File: src/rtl/ctrl_pkg.sv
// Shared types and constants for the RV32I multi-cycle controller.
// Contents: FSM state enum, opcodes, ALU/WB select codes, control word.
package ctrl_pkg;

  typedef enum logic [2:0] {
    S_FETCH,
    S_DECODE,
    S_EXEC,
    S_MEM,
    S_WB,
    S_TRAP
  } state_t;

  localparam logic [6:0] OP_LUI    = 7'b0110111;
  localparam logic [6:0] OP_AUIPC  = 7'b0010111;
  localparam logic [6:0] OP_JAL    = 7'b1101111;
  localparam logic [6:0] OP_JALR   = 7'b1100111;
  localparam logic [6:0] OP_BRANCH = 7'b1100011;
  localparam logic [6:0] OP_LOAD   = 7'b0000011;
  localparam logic [6:0] OP_STORE  = 7'b0100011;
  localparam logic [6:0] OP_IMM    = 7'b0010011;
  localparam logic [6:0] OP_REG    = 7'b0110011;
  localparam logic [6:0] OP_FENCE  = 7'b0001111;
  localparam logic [6:0] OP_SYSTEM = 7'b1110011;

  localparam logic [3:0] ALU_ADD   = 4'd0;
  localparam logic [3:0] ALU_SUB   = 4'd1;
  localparam logic [3:0] ALU_SLL   = 4'd2;
  localparam logic [3:0] ALU_SLT   = 4'd3;
  localparam logic [3:0] ALU_SLTU  = 4'd4;
  localparam logic [3:0] ALU_XOR   = 4'd5;
  localparam logic [3:0] ALU_SRL   = 4'd6;
  localparam logic [3:0] ALU_SRA   = 4'd7;
  localparam logic [3:0] ALU_OR    = 4'd8;
  localparam logic [3:0] ALU_AND   = 4'd9;
  localparam logic [3:0] ALU_PASSB = 4'd10;

  localparam logic [1:0] WB_DMEM = 2'b00;
  localparam logic [1:0] WB_ALU  = 2'b01;
  localparam logic [1:0] WB_PC4  = 2'b10;

  localparam logic [31:0] NOP = 32'h0000_0013;

  typedef struct packed {
    logic       we;
    logic       asel;
    logic       bsel;
    logic       brun;
    logic [1:0] wbsel;
    logic [2:0] f3;
    logic [3:0] alu_sel;
    logic       branch;
    logic       jump;
    logic       mem;
    logic       store;
  } ctrl_t;

  localparam ctrl_t CTRL_IDLE = '{
    we: 1'b0, asel: 1'b0, bsel: 1'b0,
    brun: 1'b0, wbsel: WB_ALU, f3: 3'd0,
    alu_sel: ALU_ADD, branch: 1'b0,
    jump: 1'b0, mem: 1'b0, store: 1'b0
  };

  function automatic logic br_taken(
    input logic [2:0] f3,
    input logic       eq,
    input logic       lt
  );
    case (f3)
      3'b000:  return eq;
      3'b001:  return !eq;
      3'b100:  return lt;
      3'b101:  return !lt;
      3'b110:  return lt;
      3'b111:  return !lt;
      default: return 1'b0;
    endcase
  endfunction

endpackage

File: src/rtl/ctrl_decode.sv
// Combinational RV32I decoder: opcode/funct3/funct7 -> control word.
// Ports: opcode, funct3, funct7 in; ctrl word and illegal flag out.
module ctrl_decode
  import ctrl_pkg::*;
(
  input  logic [6:0] opcode,
  input  logic [2:0] funct3,
  input  logic [6:0] funct7,
  output ctrl_t      ctrl,
  output logic       illegal
);

  function automatic logic [3:0] alu_of(
    input logic [2:0] f3,
    input logic       alt,
    input logic       sub_ok
  );
    case (f3)
      3'd0:    return (alt && sub_ok) ? ALU_SUB : ALU_ADD;
      3'd1:    return ALU_SLL;
      3'd2:    return ALU_SLT;
      3'd3:    return ALU_SLTU;
      3'd4:    return ALU_XOR;
      3'd5:    return alt ? ALU_SRA : ALU_SRL;
      3'd6:    return ALU_OR;
      default: return ALU_AND;
    endcase
  endfunction

  logic f7_ok;
  assign f7_ok = (funct7 == 7'h00) || (funct7 == 7'h20);

  always_comb begin
    ctrl      = CTRL_IDLE;
    ctrl.bsel = 1'b1;
    illegal   = 1'b0;
    unique case (1'b1)
      (opcode == OP_LUI): begin
        ctrl.we      = 1'b1;
        ctrl.alu_sel = ALU_PASSB;
      end
      (opcode == OP_AUIPC): begin
        ctrl.we   = 1'b1;
        ctrl.asel = 1'b1;
      end
      (opcode == OP_JAL): begin
        ctrl.we    = 1'b1;
        ctrl.asel  = 1'b1;
        ctrl.wbsel = WB_PC4;
        ctrl.jump  = 1'b1;
      end
      (opcode == OP_JALR): begin
        ctrl.we    = 1'b1;
        ctrl.wbsel = WB_PC4;
        ctrl.jump  = 1'b1;
      end
      (opcode == OP_BRANCH): begin
        ctrl.asel   = 1'b1;
        ctrl.branch = 1'b1;
        ctrl.f3     = funct3;
        ctrl.brun   = funct3[1];
      end
      (opcode == OP_LOAD): begin
        ctrl.we    = 1'b1;
        ctrl.wbsel = WB_DMEM;
        ctrl.f3    = funct3;
        ctrl.mem   = 1'b1;
      end
      (opcode == OP_STORE): begin
        ctrl.f3    = funct3;
        ctrl.mem   = 1'b1;
        ctrl.store = 1'b1;
      end
      (opcode == OP_IMM): begin
        ctrl.we      = 1'b1;
        ctrl.alu_sel = alu_of(funct3, funct7[5], 1'b0);
      end
      (opcode == OP_REG): begin
        ctrl.we      = f7_ok;
        ctrl.bsel    = 1'b0;
        ctrl.alu_sel = alu_of(funct3, funct7[5], 1'b1);
        illegal      = !f7_ok;
      end
      (opcode == OP_FENCE),
      (opcode == OP_SYSTEM): ;
      default: illegal = 1'b1;
    endcase
  end

endmodule

File: src/rtl/riscv_mc_ctrl.sv
// Multi-cycle RV32I sequencer: owns PC/IR, memory handshakes, datapath selects.
// Ports: clk/rst, imem/dmem handshakes, pc/ir, branch flags, select lines,
// illegal; with CTRL_PERF_CNT_EN also cycle_cnt and instret_cnt.
module riscv_mc_ctrl
  import ctrl_pkg::*;
#(
  parameter logic [31:0] RESET_PC = 32'h0000_0000
) (
  input  logic        clk,
  input  logic        rst,
  input  logic        imem_ready,
  input  logic [31:0] imem_rdata,
  output logic        imem_req,
  output logic        dmem_req,
  input  logic        dmem_ready,
  output logic        dmem_we,
  output logic [31:0] pc,
  output logic [31:0] ir,
  input  logic [31:0] pc_next,
  input  logic        breq,
  input  logic        brlt,
  output logic        we_r,
  output logic        asel,
  output logic        bsel,
  output logic        brun,
  output logic        pcsel,
  output logic [1:0]  wbsel,
  output logic [2:0]  pl_c,
  output logic [3:0]  alu_sel,
  output logic        illegal
`ifdef CTRL_PERF_CNT_EN
  ,
  output logic [31:0] cycle_cnt,
  output logic [31:0] instret_cnt
`endif
);

  state_t      state_q, state_d;
  logic [31:0] pc_q, ir_q;
  ctrl_t       cw_q, dec_cw;
  logic        dec_ill;
  logic        taken_q, ill_q, br_now;

  ctrl_decode u_dec (
    .opcode  (ir_q[6:0]),
    .funct3  (ir_q[14:12]),
    .funct7  (ir_q[31:25]),
    .ctrl    (dec_cw),
    .illegal (dec_ill)
  );

  assign br_now = cw_q.branch &
                  br_taken(cw_q.f3, breq, brlt);

  always_ff @(posedge clk) begin
    if (rst) begin
      state_q <= S_FETCH;
      pc_q    <= RESET_PC;
      ir_q    <= NOP;
      cw_q    <= CTRL_IDLE;
      taken_q <= 1'b0;
      ill_q   <= 1'b0;
    end else begin
      state_q <= state_d;
      if (state_q == S_FETCH && imem_ready)
        ir_q <= imem_rdata;
      if (state_q == S_DECODE) begin
        cw_q  <= dec_cw;
        ill_q <= ill_q | dec_ill;
      end
      // Flags are only valid in EXEC; hold the outcome to WB.
      if (state_q == S_EXEC)
        taken_q <= br_now;
      if (state_q == S_WB)
        pc_q <= pc_next;
    end
  end

  always_comb begin
    state_d  = state_q;
    imem_req = 1'b0;
    dmem_req = 1'b0;
    dmem_we  = 1'b0;
    we_r     = 1'b0;
    asel     = 1'b0;
    bsel     = 1'b0;
    brun     = 1'b0;
    pcsel    = 1'b0;
    wbsel    = WB_ALU;
    pl_c     = 3'd0;
    alu_sel  = ALU_ADD;
    if (state_q == S_EXEC || state_q == S_MEM ||
        state_q == S_WB) begin
      asel    = cw_q.asel;
      bsel    = cw_q.bsel;
      brun    = cw_q.brun;
      wbsel   = cw_q.wbsel;
      pl_c    = cw_q.mem ? cw_q.f3 : 3'd0;
      alu_sel = cw_q.alu_sel;
      pcsel   = cw_q.jump | taken_q;
    end
    unique case (state_q)
      S_FETCH: begin
        imem_req = 1'b1;
        if (imem_ready) state_d = S_DECODE;
      end
      S_DECODE: begin
        state_d = dec_ill ? S_TRAP : S_EXEC;
      end
      S_EXEC: begin
        pcsel   = cw_q.jump | br_now;
        state_d = cw_q.mem ? S_MEM : S_WB;
      end
      S_MEM: begin
        dmem_req = 1'b1;
        dmem_we  = cw_q.store;
        if (dmem_ready) state_d = S_WB;
      end
      S_WB: begin
        we_r    = cw_q.we;
        state_d = S_FETCH;
      end
      S_TRAP: ;
      default: state_d = S_FETCH;
    endcase
  end

  assign pc      = pc_q;
  assign ir      = ir_q;
  assign illegal = ill_q;

`ifdef CTRL_PERF_CNT_EN
  always_ff @(posedge clk) begin
    if (rst) begin
      cycle_cnt   <= '0;
      instret_cnt <= '0;
    end else begin
      cycle_cnt <= cycle_cnt + 32'd1;
      if (state_q == S_WB)
        instret_cnt <= instret_cnt + 32'd1;
    end
  end
`endif

endmodule

File: config.mk
export PLATFORM = sky130hd
export DESIGN_NAME = riscv_mc_ctrl
export DESIGN_NICKNAME = d
export VERILOG_FILES = /design/src/rtl/ctrl_pkg.sv /design/src/rtl/ctrl_decode.sv /design/src/rtl/riscv_mc_ctrl.sv
export SDC_FILE = /design/constraint.sdc
export NUM_CORES = 1
export LEC_CHECK = 0
export BUFFER_PORTS_ARGS = -buffer_cell sky130_fd_sc_hd__buf_4
export CAP_MARGIN = 20
export CORE_UTILIZATION = 35
export CTS_CLUSTER_DIAMETER = 50
export DETAILED_ROUTE_END_ITERATION = 7
export PLACE_DENSITY = 0.6
export REMOVE_ABC_BUFFERS = 1
export SLEW_MARGIN = 0
export SYNTH_ARGS = -nofsm -noshare
export SYNTH_HDL_FRONTEND = slang
export SYNTH_SLANG_ARGS = --single-unit
File: constraint.sdc
create_clock -name clk -period 1.9 [get_ports clk]
set_clock_uncertainty 0.1 [all_clocks]
set_input_delay 0.285 -clock clk [delete_from_list [all_inputs] [get_ports clk]]
set_output_delay 0.285 -clock clk [all_outputs]
set_load 0.01 [all_outputs]
# After elaboration in Yosys (flattened, before gate mapping)
# Cells that the tools add are included.
[word_totals]
output_inout_bits = 82
wordCells = 106
reg_bits = 86
in_bits = 70
[op_classes]
bitwise_logic = 5
reduce_logical = 20
n_mux = 35
n_eq_ne = 30
[ops]
columns = ["op", "n"]
rows = [
  ["4-bit one-hot mux with 7 select lines", 2],
  ["7-bit by 6-bit == test with 1-bit output, second input constant", 4],
  ["7-bit == test, second input constant", 4],
  ["3-bit == test, second input constant", 9],
  ["3-bit two-way mux", 7],
  ["1-bit two-way mux", 18],
  ["3-bit one-hot mux with 5 select lines", 1],
  ["7-bit by 5-bit == test with 1-bit output, second input constant", 2],
  ["3-bit by 2-bit == test with 1-bit output, second input constant", 4],
  ["4-bit one-hot mux with 3 select lines", 1],
  ["10-bit OR reduction", 1],
  ["3-bit by 1-bit == test with 1-bit output, second input constant", 3],
  ["3-bit zero test", 3],
  ["2-bit OR reduction", 4],
  ["7-bit by 2-bit == test with 1-bit output, second input constant", 1],
  ["7-bit by 4-bit == test with 1-bit output, second input constant", 1],
  ["7-bit zero test", 1],
  ["3-bit OR reduction", 2],
  ["6-bit OR reduction", 1],
  ["4-bit two-way mux", 1],
  ["2-bit inequality test, second input constant", 2],
  ["1-bit one-hot mux with 2 select lines", 2],
  ["1-bit one-hot mux with 4 select lines", 1],
  ["2-bit one-hot mux with 2 select lines", 1],
  ["other kinds (8)", 14],
]

# Longest topological paths before layout
# Gate-level depths: netlist of run 1.
[logic_depth]
ltp_word = 6
ltp_mapped = 7
mapped_depth_nobuf = 4

# Cells and area by module
# Synthesis of run 1 repeated with hierarchy kept, for this count alone.
[hier_totals]
hier_cells = 478
hier_area_um2 = 3689.8
[by_module_without_submodules]
columns = ["mod", "seq_area_each_um2", "area_per_inst_um2", "cells_each", "n_inst"]
rows = [
  ["riscv_mc_ctrl", 1721.7, 3344.5, 416, 1],
  ["ctrl_decode", 0.0, 345.3, 62, 1],
]

# Least setup slack after synthesis of run 1
# Ideal clock, no wire load.
[synth_timing]
path_kind = "register to register"
from = "reg ir_q[2], in the netlist ir[2]"
to = "reg cw_q[11] in the netlist's numbering"
setup_slack_ps = 260
stages_incl_launch_ff = 6
n_path_buf = 1
period_less_slack_ps = 1640
arrival_time_ps = 1420
setup_time_ps = 120
required_time_ps = 1680
path_cell_list = "dfxtp_1 -> buf_6 -> or4_4 -> a21oi_2 -> nor2_1 -> a211o_1"
[synth_via]
elab_chain_cells = 3
word_cells_on_any_way = 5
classes_between = "3 x eq/ne; 1 x mux; 1 x reduce/logical"
[synth_lines]
columns = ["element", "line_no", "rtl"]
rows = [
  ["from (decl)", "riscv_mc_ctrl.sv:39", "logic [31:0] pc_q, ir_q;"],
  ["from (signal assigned)", "riscv_mc_ctrl.sv:66", "ir_q <= imem_rdata;"],
  ["7-bit == test (on tied branches)", "ctrl_decode.sv:52, ctrl_decode.sv:46", ""],
  ["2-bit OR reduction (no line)", "-", ""],
  ["2-bit one-hot mux with 2 select lines *", "ctrl_decode.sv:37", "unique case (1'b1)"],
  ["to (signal assigned)", "riscv_mc_ctrl.sv:68", "cw_q <= dec_cw;"],
  ["to (decl)", "riscv_mc_ctrl.sv:40", "ctrl_t cw_q, dec_cw;"],
]
# Every way passes the cells marked *; elsewhere a longest branch is shown, timed or not.
# A chain may end at the register's enable or synchronous reset.

# Worst setup path after layout of run 1
[layout_timing]
from = "reg cw_q[10] in the netlist's numbering"
to = "out pcsel"
[layout_via]
elab_chain_cells = 6
word_cells_on_any_way = 12
classes_between = "5 x eq/ne; 2 x mux; 2 x bitwise; 3 x reduce/logical"
[layout_lines]
columns = ["element", "line_no", "rtl"]
rows = [
  ["3-bit == test", "ctrl_pkg.sv:70", "case (f3)"],
  ["2-bit OR reduction (no line)", "-", ""],
  ["1-bit one-hot mux with 4 select lines *", "ctrl_pkg.sv:70", ""],
  ["1-bit bitwise AND *", "riscv_mc_ctrl.sv:52", "assign br_now = cw_q.branch &"],
  ["1-bit OR *", "riscv_mc_ctrl.sv:111", "pcsel = cw_q.jump | br_now;"],
  ["1-bit two-way mux *", "riscv_mc_ctrl.sv:102", "unique case (state_q)"],
  ["to (decl)", "riscv_mc_ctrl.sv:26", "output logic pcsel,"],
]
# Marked as above.

==> results of run 1 <==
## power breakdown
part / total (mW) / switching (mW) / internal, mW
combinational: 2.27 / 1.26 / 1.02
sequential: 2.42 / 0.290 / 2.13
clock: 1.21 / 0.631 / 0.579
total: 5.90 / 2.18 / 3.72
## cells in the mapped netlist, types with 4 or more instances
cell type	n	area, um2
nor3_1	9	45.0
a22oi_1	5	37.5
a211oi_1	4	30.0
buf_6	4	45.0
nor2b_1	4	25.0
clkbuf_1	21	78.8
nand3b_1	8	60.1
a21oi_1	78	390
and3_1	5	31.3
dfxtp_1	86	1720
nand3_1	5	25.0
and2_1	11	68.8
nand2_1	146	548
nor2_1	16	60.1
buf_2	13	65.1
nand2b_1	6	37.5
## critical path: stages, from the launching register on
cell and delay (ns):
dfxtp_4 0.37, nor3_2 0.15, a21oi_1 0.07, a211o_1 0.30, o211ai_1 0.09, buf_4 0.15
## placed cells by master, fill, tap and decap left out, drive strengths merged, types with 3 or more instances in the layout
cell	synthesis	layout
a211o	3	3
nand2	146	146
nand2b	6	6
or2	3	3
o21ai	3	3
dfxtp	86	86
inv	3	3
nand3b	8	8
a211oi	4	4
nand3	5	5
a221oi	3	3
clkbuf	21	13
nor2	16	16
nor4	4	4
a22oi	5	5
nor2b	4	4
buf	17	165
a21oi	80	80
and2	11	11
nor3	10	10
and3	5	5
## path summary, 6_finish.rpt
path | from | end | slack [ns] | cells past startpoint
worst max-delay path | cw_q[10] | pcsel | 0.05 | 5
worst min-delay path | imem_rdata[4] | ir[4] | 0.04 | 3
worst max register to register | ir[3] | cw_q[11] | 0.21 | 4
worst min register to register | cw_q[0] | cw_q[0] | 0.36 | 2
## per-layer routing
layer | track usage (%) | up-vias
li1 | - | 1834
met1 | 23.2 | 1634
met2 | 29.2 | 84
met3 | 4.26 | 15
met4 | 7.55 | 0
met5 | 0 | -
## repair_timing
action	CTS	global route
gates cloned	0	0
pin swaps	0	1
endpoints found under the setup margin	13	13
resized for setup	11	6
buffers inserted	2	0
## sequential cells by signal (all words and copies together), names as in the netlist
| signal | count |
|---|---|
| cw_q | 17 |
| illegal | 1 |
| ir | 32 |
| pc | 32 |
| state_q | 3 |
| taken_q | 1 |
## cell type report
type / instances / area (um2) / area share (%)
multi-input cells: 338 / 1760 / 34.4
flip-flops and latches: 86 / 1740 / 33.9
repair buffers: 165 / 1250 / 24.5
clock buffers: 13 / 169 / 3.30
well taps: 133 / 166 / 3.26
clock inverters: 3 / 17.5 / 0.343
inverters: 3 / 11.3 / 0.220
## cell families after synthesis
family                 synth area share [%]
flip-flops                             47.2
AO/OA/AOI/OAI                          18.0
XOR/XNOR                              0.240
AND/OR/NAND/NOR                        29.0
buffers and inverters                  5.49
==> summary.md, run 1 <==
| Metric | Value |
|---|---|
| Status | finished, final reports clean |
| Post-route setup slack | approximately 0.047 ns |
| Actual slew at the worst max-slew pin | about 0.45 ns |
| Maximum VDD drop | about 0.54 mV |
| Final Hold Vio Count | 0 |
| Critical Path RT | about 1.5 ns |
| Number of global-route vias before repair | between 3,000 and 4,000 |
| Die area | between 10,000 and 15,000 um2 |
| Worst setup SP type | register |
| WL met1 | roughly 4.5 mm |
| Tmin final | between 1.5 and 2 ns |
| Antenna viol nets, final | 0 |
| Finished layout cell area | between 5000 and 6000 um2 |
| # DRC | 0 |
| Synth Instances | 465 |
| Via count | 3,567 |
| CTS tree | built |
| Final net count | 673 |
| Post-placement cell count | roughly 720 |
| Initial Util | roughly 37% |
| Crit path capture type | primary output |
| Place WS | roughly 0.13 ns |
| First-pass GRT wire length | between 15 and 20 mm |
| Crit path DAT | ~1.5 ns |
| Share of post-route cells with drive strength above 1 | 33.1% |
| Number of warnings issued by yosys | 0 |
| Die Span X | ~100 um |
| Total power | 5.90 mW |
| Vias per inst | around 4.8 |
| Crit path kind | reg2out |
| CORE AREA | roughly 10000 um2 |
| Worst-case clock buffer depth | 2 |
| H-tree depth | 3 |
| Fin Hold WS | between 0.04 and 0.05 ns |
| Hold Path Class | in2reg |
| GRT overflow | 0 |
| Fin Setup TNS | 0 ns |
| Mean Syn Cell Area | between 7 and 8 um2 |
| DR top layer | met4 |
| Post-Route WL | approximately 10 mm |
| Cts hold-fix bufs | 0 |
| Ports | ~150 |
| HPWL Detailed | around 7.0 mm |
| Util after Layout | approximately 51% |
| CTS Buf Count | 9 |
| Drt wl/cell | approximately 13 um |
| Pleak | between 2 and 2.5 nW |
| Area Overhead vs Synth | 40.1% |
| Layout fillers | 990 |
| Worst-skew pair later-pin latency | approximately 0.35 ns |
| Mapped Area | 3650 um2 |
| Die Y | 104 um |
| RSZ-0062 raised after global routing | yes |
| Top FF cell, synth | dfxtp_1 |
| Root buffer cell | clkbuf_8 |
| Initial antenna violation count | 0 |
| Register clock-pin slew on the reported worst setup and hold paths | 0.09 ns |
| Fin cells | 741 |
| Synth unique cells | 46 |
| GP Congestion | around 0.8 |
| Worst slew margin | a little over two thirds |
| Critical path fanouts, max | 6 |
| Drt first pass iters | 4 |
| Power Dens Cells | 1150 nW/um2 |
| GRT Overall Usage | a little under a fifth |
| Synthesized flop and latch total | 86 |
| Setup Viol. Count Final | 0 |
| Asr flop ratio synth | 0% |
| # diodes | 0 |
| Wire length on met2 | between 4 and 5 mm |
| Sequential area share after synthesis | 47.2% |
| Final Max Tran Viols | 0 |
| Row cnt | 36 |
| DR iter-0 viols | around 160 |
| Placed Area | slightly below 5000 um2 |
| EDFF count, synth | 0 |
| Port bufs | 151 |
| Final worst-path cycle share | a little over nine tenths |
| Met3 WL | 493 um |
| Largest net degree at the start of global routing | 43 |
| F_max | 540 MHz |
| Number of max-cap violations | 0 |
| Clock sinks | 86 |
Power figures use the tool's default switching activity.
==> run 2: changes to the inputs <==
- ABC_CLOCK_PERIOD_IN_PS: not set -> 1900
- BUFFER_PORTS_ARGS: -buffer_cell sky130_fd_sc_hd__buf_4 -> -buffer_cell sky130_fd_sc_hd__buf_2
==> run 2 against run 1 <==
Utilization is 3.3 points lower. Wire length is 2.7% lower. Via count is 1.3% higher. Global-route usage hardly changed. Clock power is 16% higher. Combinational power is 7% lower. Total power is 0.14% higher. Count of clock-buffer cells in the layout is 2 lower. Critical path depth stayed put. First-iteration DRC count is 19% higher. Non-clock buffer count is 3 higher. Critical path type unchanged. Critical endpoint unchanged. Highest routed layer unchanged.
==> summary.md, run 2 (synthesized netlist as in run 1, its figures left out) <==
| Metric | Value |
|---|---|
| Status | finished, final reports clean |
| F_max | 529 MHz |
| Post-Route WL | between 9 and 10 mm |
| Port bufs | between 150 and 200 |
| Final Hold Vio Count | 0 |
| First-pass GRT wire length | about 16 mm |
| Worst-skew pair later-pin latency | approximately 0.36 ns |
| Root buffer cell | clkbuf_8 |
| Worst-case clock buffer depth | 2 |
| Drt first pass iters | 4 |
| Worst-path cell chain | buf_6 > nand3b_1 > a211o_1 > o211ai_1 > buf_2 |
| Row cnt | 36 |
| Origin of the worst setup path | state_q[0] |
| # diodes | 0 |
| HPWL Detailed | approximately 7 mm |
| Vias per inst | 4.86 |
| HP Start | imem_rdata[4] |
| Tmin final | around 1.9 ns |
| GRT Overall Usage | roughly 18% |
| Die Span X | between 100 and 150 um |
| Share of post-route cells with drive strength above 1 | 33.1% |
| CTS Buf Count | 9 |
| # DRC | 0 |
| Seq pwr share | 40.7% |
| GP Congestion | just under 0.8 |
| Largest net degree at the start of global routing | 33 |
| Crit path kind | reg2out |
| Initial Util | 36.7% |
| Sw Pwr | about 2.2 mW |
| Pleak | roughly 2.1 nW |
| Buf+Inv Stages, Crit Path | 2 |
| Drt wl/cell | between 10 and 15 um |
| Cell family with most CP delay | compound AO/OA/AOI/OAI gates |
| Initial antenna violation count | 0 |
| Worst setup SP type | register |
| Critical path fanouts, max | 12 |
| Final Max Tran Viols | 0 |
| Number of max-cap violations | 0 |
| Area Overhead vs Synth | 31.0% |
| Clk network pwr share | about a quarter |
| CTS tree | built |
| Antenna viol nets, final | 0 |
| Cts hold-fix bufs | 0 |
| Hold Path Class | in2reg |
| DR iter-0 viols | roughly 190 |
| Crit path capture type | primary output |
| Power Dens Cells | 1240 nW/um2 |
| RSZ-0062 raised after global routing | yes |
| CP peak stage delay | between 0.3 and 0.4 ns |
| Via count | between 3,000 and 4,000 |
| Ports | approximately 150 |
| Commonest non-fill, non-tap cell in the layout | buf_2 |
| Crit path DAT | about 1.5 ns |
| Util after Layout | 48.0% |
| Fin Setup TNS | 0 ns |
| Critical Path RT | 1.51 ns |
| Worst r2r src | ir[2] |
| Final net count | between 600 and 700 |
| Actual slew at the worst max-slew pin | about 0.40 ns |
| Setup Viol. Count Final | 0 |
| Most frequent cells in the layout | buf_2 (151), nand2_1 (145), dfxtp_1 (81) |
| GRT overflow | 0 |
| Gate power share | between 30% and 40% |
| Fin Hold WS | roughly 0.038 ns |
| H-tree depth | 3 |
| Die Y | roughly 100 um |
| Register clock-pin slew on the reported worst setup and hold paths | 0.09 ns |
| Clock sinks | 86 |
| Internal power | between 3 and 4 mW |
| Number of global-route vias before repair | 3,255 |
| Sw Share | 37.0% |
| Worst slew margin | about three quarters |
| Maximum VDD drop | 0.574 mV |
| Final worst-path cycle share | just under 100% |
| Die area | between 10,000 and 15,000 um2 |
| CORE AREA | 9950 um2 |
| Critical Path Slowest Stage Cell | dfxtp_2 |
run 2: stage by stage:
step | std cells | worst slack [ns] | total power, mW | area [um2]
6_report | 744 | 0.0106 | 5.91 | 4780
5_1_grt | 744 | -0.0857 | 6.35 | 4780
4_1_cts | 743 | 0.000200 | 5.95 | 4750
3_5_place_dp | 727 | 0.139 | 4.52 | 4510
3_3_place_gp | 727 | 0.181 | 4.48 | 4510
2_1_floorplan | 427 | -0.182 | 3.62 | 3460
run 2: power groups by stage:
stage                     Clock (mW)  Combinational (mW)  Sequential [mW]
final                           1.40                2.10             2.41
after global routing            1.53                2.36             2.46
after CTS                       1.44                2.11             2.40
after detailed placement           0                2.09             2.43
after global placement             0                2.06             2.42
after floorplan                    0                1.10             2.53
run 2: path summary, 6_finish.rpt:
kind	to	slack, ns	cells past startpoint
hold / removal	ir[4]	0.04	3
setup reg to reg	cw_q[11]	0.23	4
setup / recovery	pcsel	0.01	5
hold reg to reg	cw_q[6]	0.35	2
run 2: timing repair:
| item | in CTS | in global routing |
|---|---|---|
| setup buffers | 0 | 1 |
| gates resized for setup | 8 | 7 |
| pin swaps | 0 | 2 |
| setup endpoints to repair | 13 | 13 |
run 2: final cells by class:
type,count,area (um2)
clock buffers,11,131
clock inverters,5,83.8
fillers,1011,5170
inverters,3,11.3
multi-input cells,338,1760
flip-flops and latches,86,1730
well taps,133,166
repair buffers,168,900
run 2: routing by layer:
| layer | global-route usage, % | vias to the layer above | share of wire, % |
|---|---|---|---|
| li1 | - | 1841 | - |
| met1 | 23.3 | 1668 | 46 |
| met2 | 29.1 | 89 | 47 |
| met3 | 4.07 | 16 | 4.5 |
| met4 | 7.86 | 0 | 2.4 |
| met5 | 0 | - | 0 |
run 2: worst reg2reg max path, stage by stage (launching register included):
cell and delay (ns):
dfxtp_1 0.43, or4_4 0.58, a21oi_2 0.14, nor2_1 0.07, a211o_1 0.26
==> run 3: changes to the inputs <==
- ABC_CLOCK_PERIOD_IN_PS: 1900 -> 2050
- CORE_UTILIZATION: 35 -> 48
- PLACE_DENSITY: 0.6 -> 0.79
- clock period: 1.9 -> 2.05 ns (I/O delays scaled with it)
==> run 3 against run 2 <==
First-iteration DRC count decreased by 27%. Hold slack improved by 0.035 ns. Non-clock buffer count decreased by 10. Utilization increased by 16 points. Final area decreased by 2.4%. Largest power group unchanged.
==> summary.md, run 3 (synthesized netlist as in run 1, its figures left out) <==
| Metric | Value |
|---|---|
| Die Span X | between 80 and 90 um |
| Area Overhead vs Synth | 27.9% |
| Root buffer cell | clkbuf_8 |
| F_max | 506 MHz |
| Place WS | between 0.15 and 0.2 ns |
| Slack of the worst reg-to-reg path | ~0.32 ns |
| Setup Viol. Count Final | 0 |
| FF-to-FF End | state_q[2] |
| Fin cells | 699 |
| Initial antenna violation count | 0 |
| Tmin final | 1.98 ns |
| H-tree depth | 3 |
| Register clock-pin slew on the reported worst setup and hold paths | approximately 0.080 ns |
| CP peak stage delay | 0.44 ns |
| CTS Buf Count | 9 |
| Final Hold Vio Count | 0 |
| Critical path fanouts, max | 11 |
| Hold Path Class | in2reg |
| # DRC | 0 |
| CORE AREA | ~7300 um2 |
| Crit path DAT | between 1.5 and 2 ns |
| Setup bufs post-CTS | 0 |
| Crit path kind | reg2out |
| GRT Overall Usage | 22.9% |
| Number of max-cap violations | 0 |
| Final Max Tran Viols | 0 |
| Worst r2r src | ir[5] |
| Pleak | about 2.1 nW |
| First-pass GRT wire length | 14.1 mm |
| Most frequent cells in the layout | buf_2 (151), nand2_1 (144), dfxtp_1 (84) |
| Actual slew at the worst max-slew pin | 0.674 ns |
| Cts hold-fix bufs | 0 |
| Commonest non-fill, non-tap cell in the layout | buf_2 |
| # diodes | 0 |
| DR iter-0 viols | about 140 |
| Initial Util | approximately 50% |
| Post-route setup slack | around 0.073 ns |
| Vias per inst | approximately 5.1 |
| Worst Setup EP | pcsel |
| Worst-path cell chain | nor2b_1 > nand3b_1 > a211o_1 > o211ai_1 > buf_2 |
| GP Congestion | just over 0.8 |
| Drt first pass iters | 5 |
| Via count | 3,592 |
| Antenna viol nets, final | 0 |
| Origin of the worst setup path | state_q[1] |
| CTS tree | built |
| Number of global-route vias before repair | 3,067 |
| Clock sinks | 86 |
| Placed Area | between 4000 and 5000 um2 |
| Final worst-path cycle share | just under 100% |
| Critical Path RT | around 1.6 ns |
| Final net count | between 600 and 700 |
| Post-placement cell count | 684 |
| Worst setup SP type | register |
| Post-Route WL | between 9 and 10 mm |
| Largest net degree at the start of global routing | between 50 and 60 |
| Total power | 5.50 mW |
| HPWL Detailed | 6.47 mm |
| Layout fillers | just under 700 |
| Worst slew margin | around 55% |
| Die Y | 89.2 um |
| Row cnt | 31 |
| GRT overflow | 0 |
| Status | finished, final reports clean |
| Util after Layout | between 60% and 70% |
| Drt wl/cell | approximately 13 um |
| Finished layout cell area | about 4700 um2 |
| Worst r2r path cells | 4 |
| Maximum VDD drop | just under 0.6 mV |
| Ports | 152 |
| Share of post-route cells with drive strength above 1 | about a third |
| Die area | 7950 um2 |
| Critical Path Slowest Stage Cell | dfxtp_2 |
| Worst-skew pair later-pin latency | 0.34 ns |
| Power Dens Cells | ~1200 nW/um2 |
| Port bufs | between 150 and 200 |
| Crit path capture type | primary output |
| Worst-case clock buffer depth | 2 |
==> run 3: cell types whose count changed in the layout (fill, tap and decap cells not counted), sizes merged <==
cell,delta
buf,-10
bufinv,+1
clkbuf,-1
clkinv,-1
clkinvlp,-1
nand2,+1
==> run 3: layout make-up <==
class                      count  area, um2  share of cell area, %
inverter                       3       11.3                  0.241
sequential                    86       1720                   37.0
clock inverter                 4       97.6                   2.09
timing repair buffer         158        833                   17.9
tap                           99        124                   2.65
multi-input combinational    339       1750                   37.5
clock buffer                  10        128                   2.74
==> run 3: per-stage QoR <==
stage / hold WS, ns / setup TNS, ns
detailed placement: 0.340 / 0
floorplan: 0.270 / -0.394
finish: 0.0736 / 0
global route: 0.0735 / -0.00667
CTS: 0.0646 / 0
global placement: 0.338 / 0
==> run 3: critical path: cells and delay by family (launching register included) <==
family	cells	cell delay, ns
DFF	1	0.44
and+or+nand+nor	2	0.30
buffers and inverters	1	0.15
AOI/OAI and AO/OA	2	0.33
==> run 3: per-layer routing <==
metal | part of all wire [%] | track usage [%] | vias to the layer above
li1 | - | - | 1829
met1 | 44 | 28.4 | 1658
met4 | 1.4 | 7.22 | 0
met2 | 50 | 38.0 | 91
met3 | 4.9 | 7.20 | 14
met5 | 0 | 0 | -
==> run 3: how the worst min path moves through the flow <==
stage / slack (ns) / startpoint / cells after the start / end
2_1_floorplan: 0.27 / rst / 1 / cw_q[12]
3_3_place_gp: 0.34 / cw_q[13] / 2 / cw_q[13]
3_5_place_dp: 0.34 / cw_q[13] / 2 / cw_q[13]
4_1_cts: 0.06 / imem_rdata[4] / 3 / ir[4]
5_1_grt: 0.07 / pc_next[26] / 3 / pc[26]
6_report: 0.07 / imem_rdata[4] / 3 / ir[4]
==> run 3: timing repair <==
action | CTS | global route
gates resized for setup | 4 | 3
cloned | 0 | 1
setup endpoints to repair | 13 | 12
endpoints found under the hold margin | 0 | 0
pin swaps | 0 | 1
==> run 3: power by group <==
part	switching, mW	internal, mW	leakage [nW]
combinational	1.15	0.742	1.29
sequential	0.268	1.97	0.701
clock	0.577	0.797	0.108
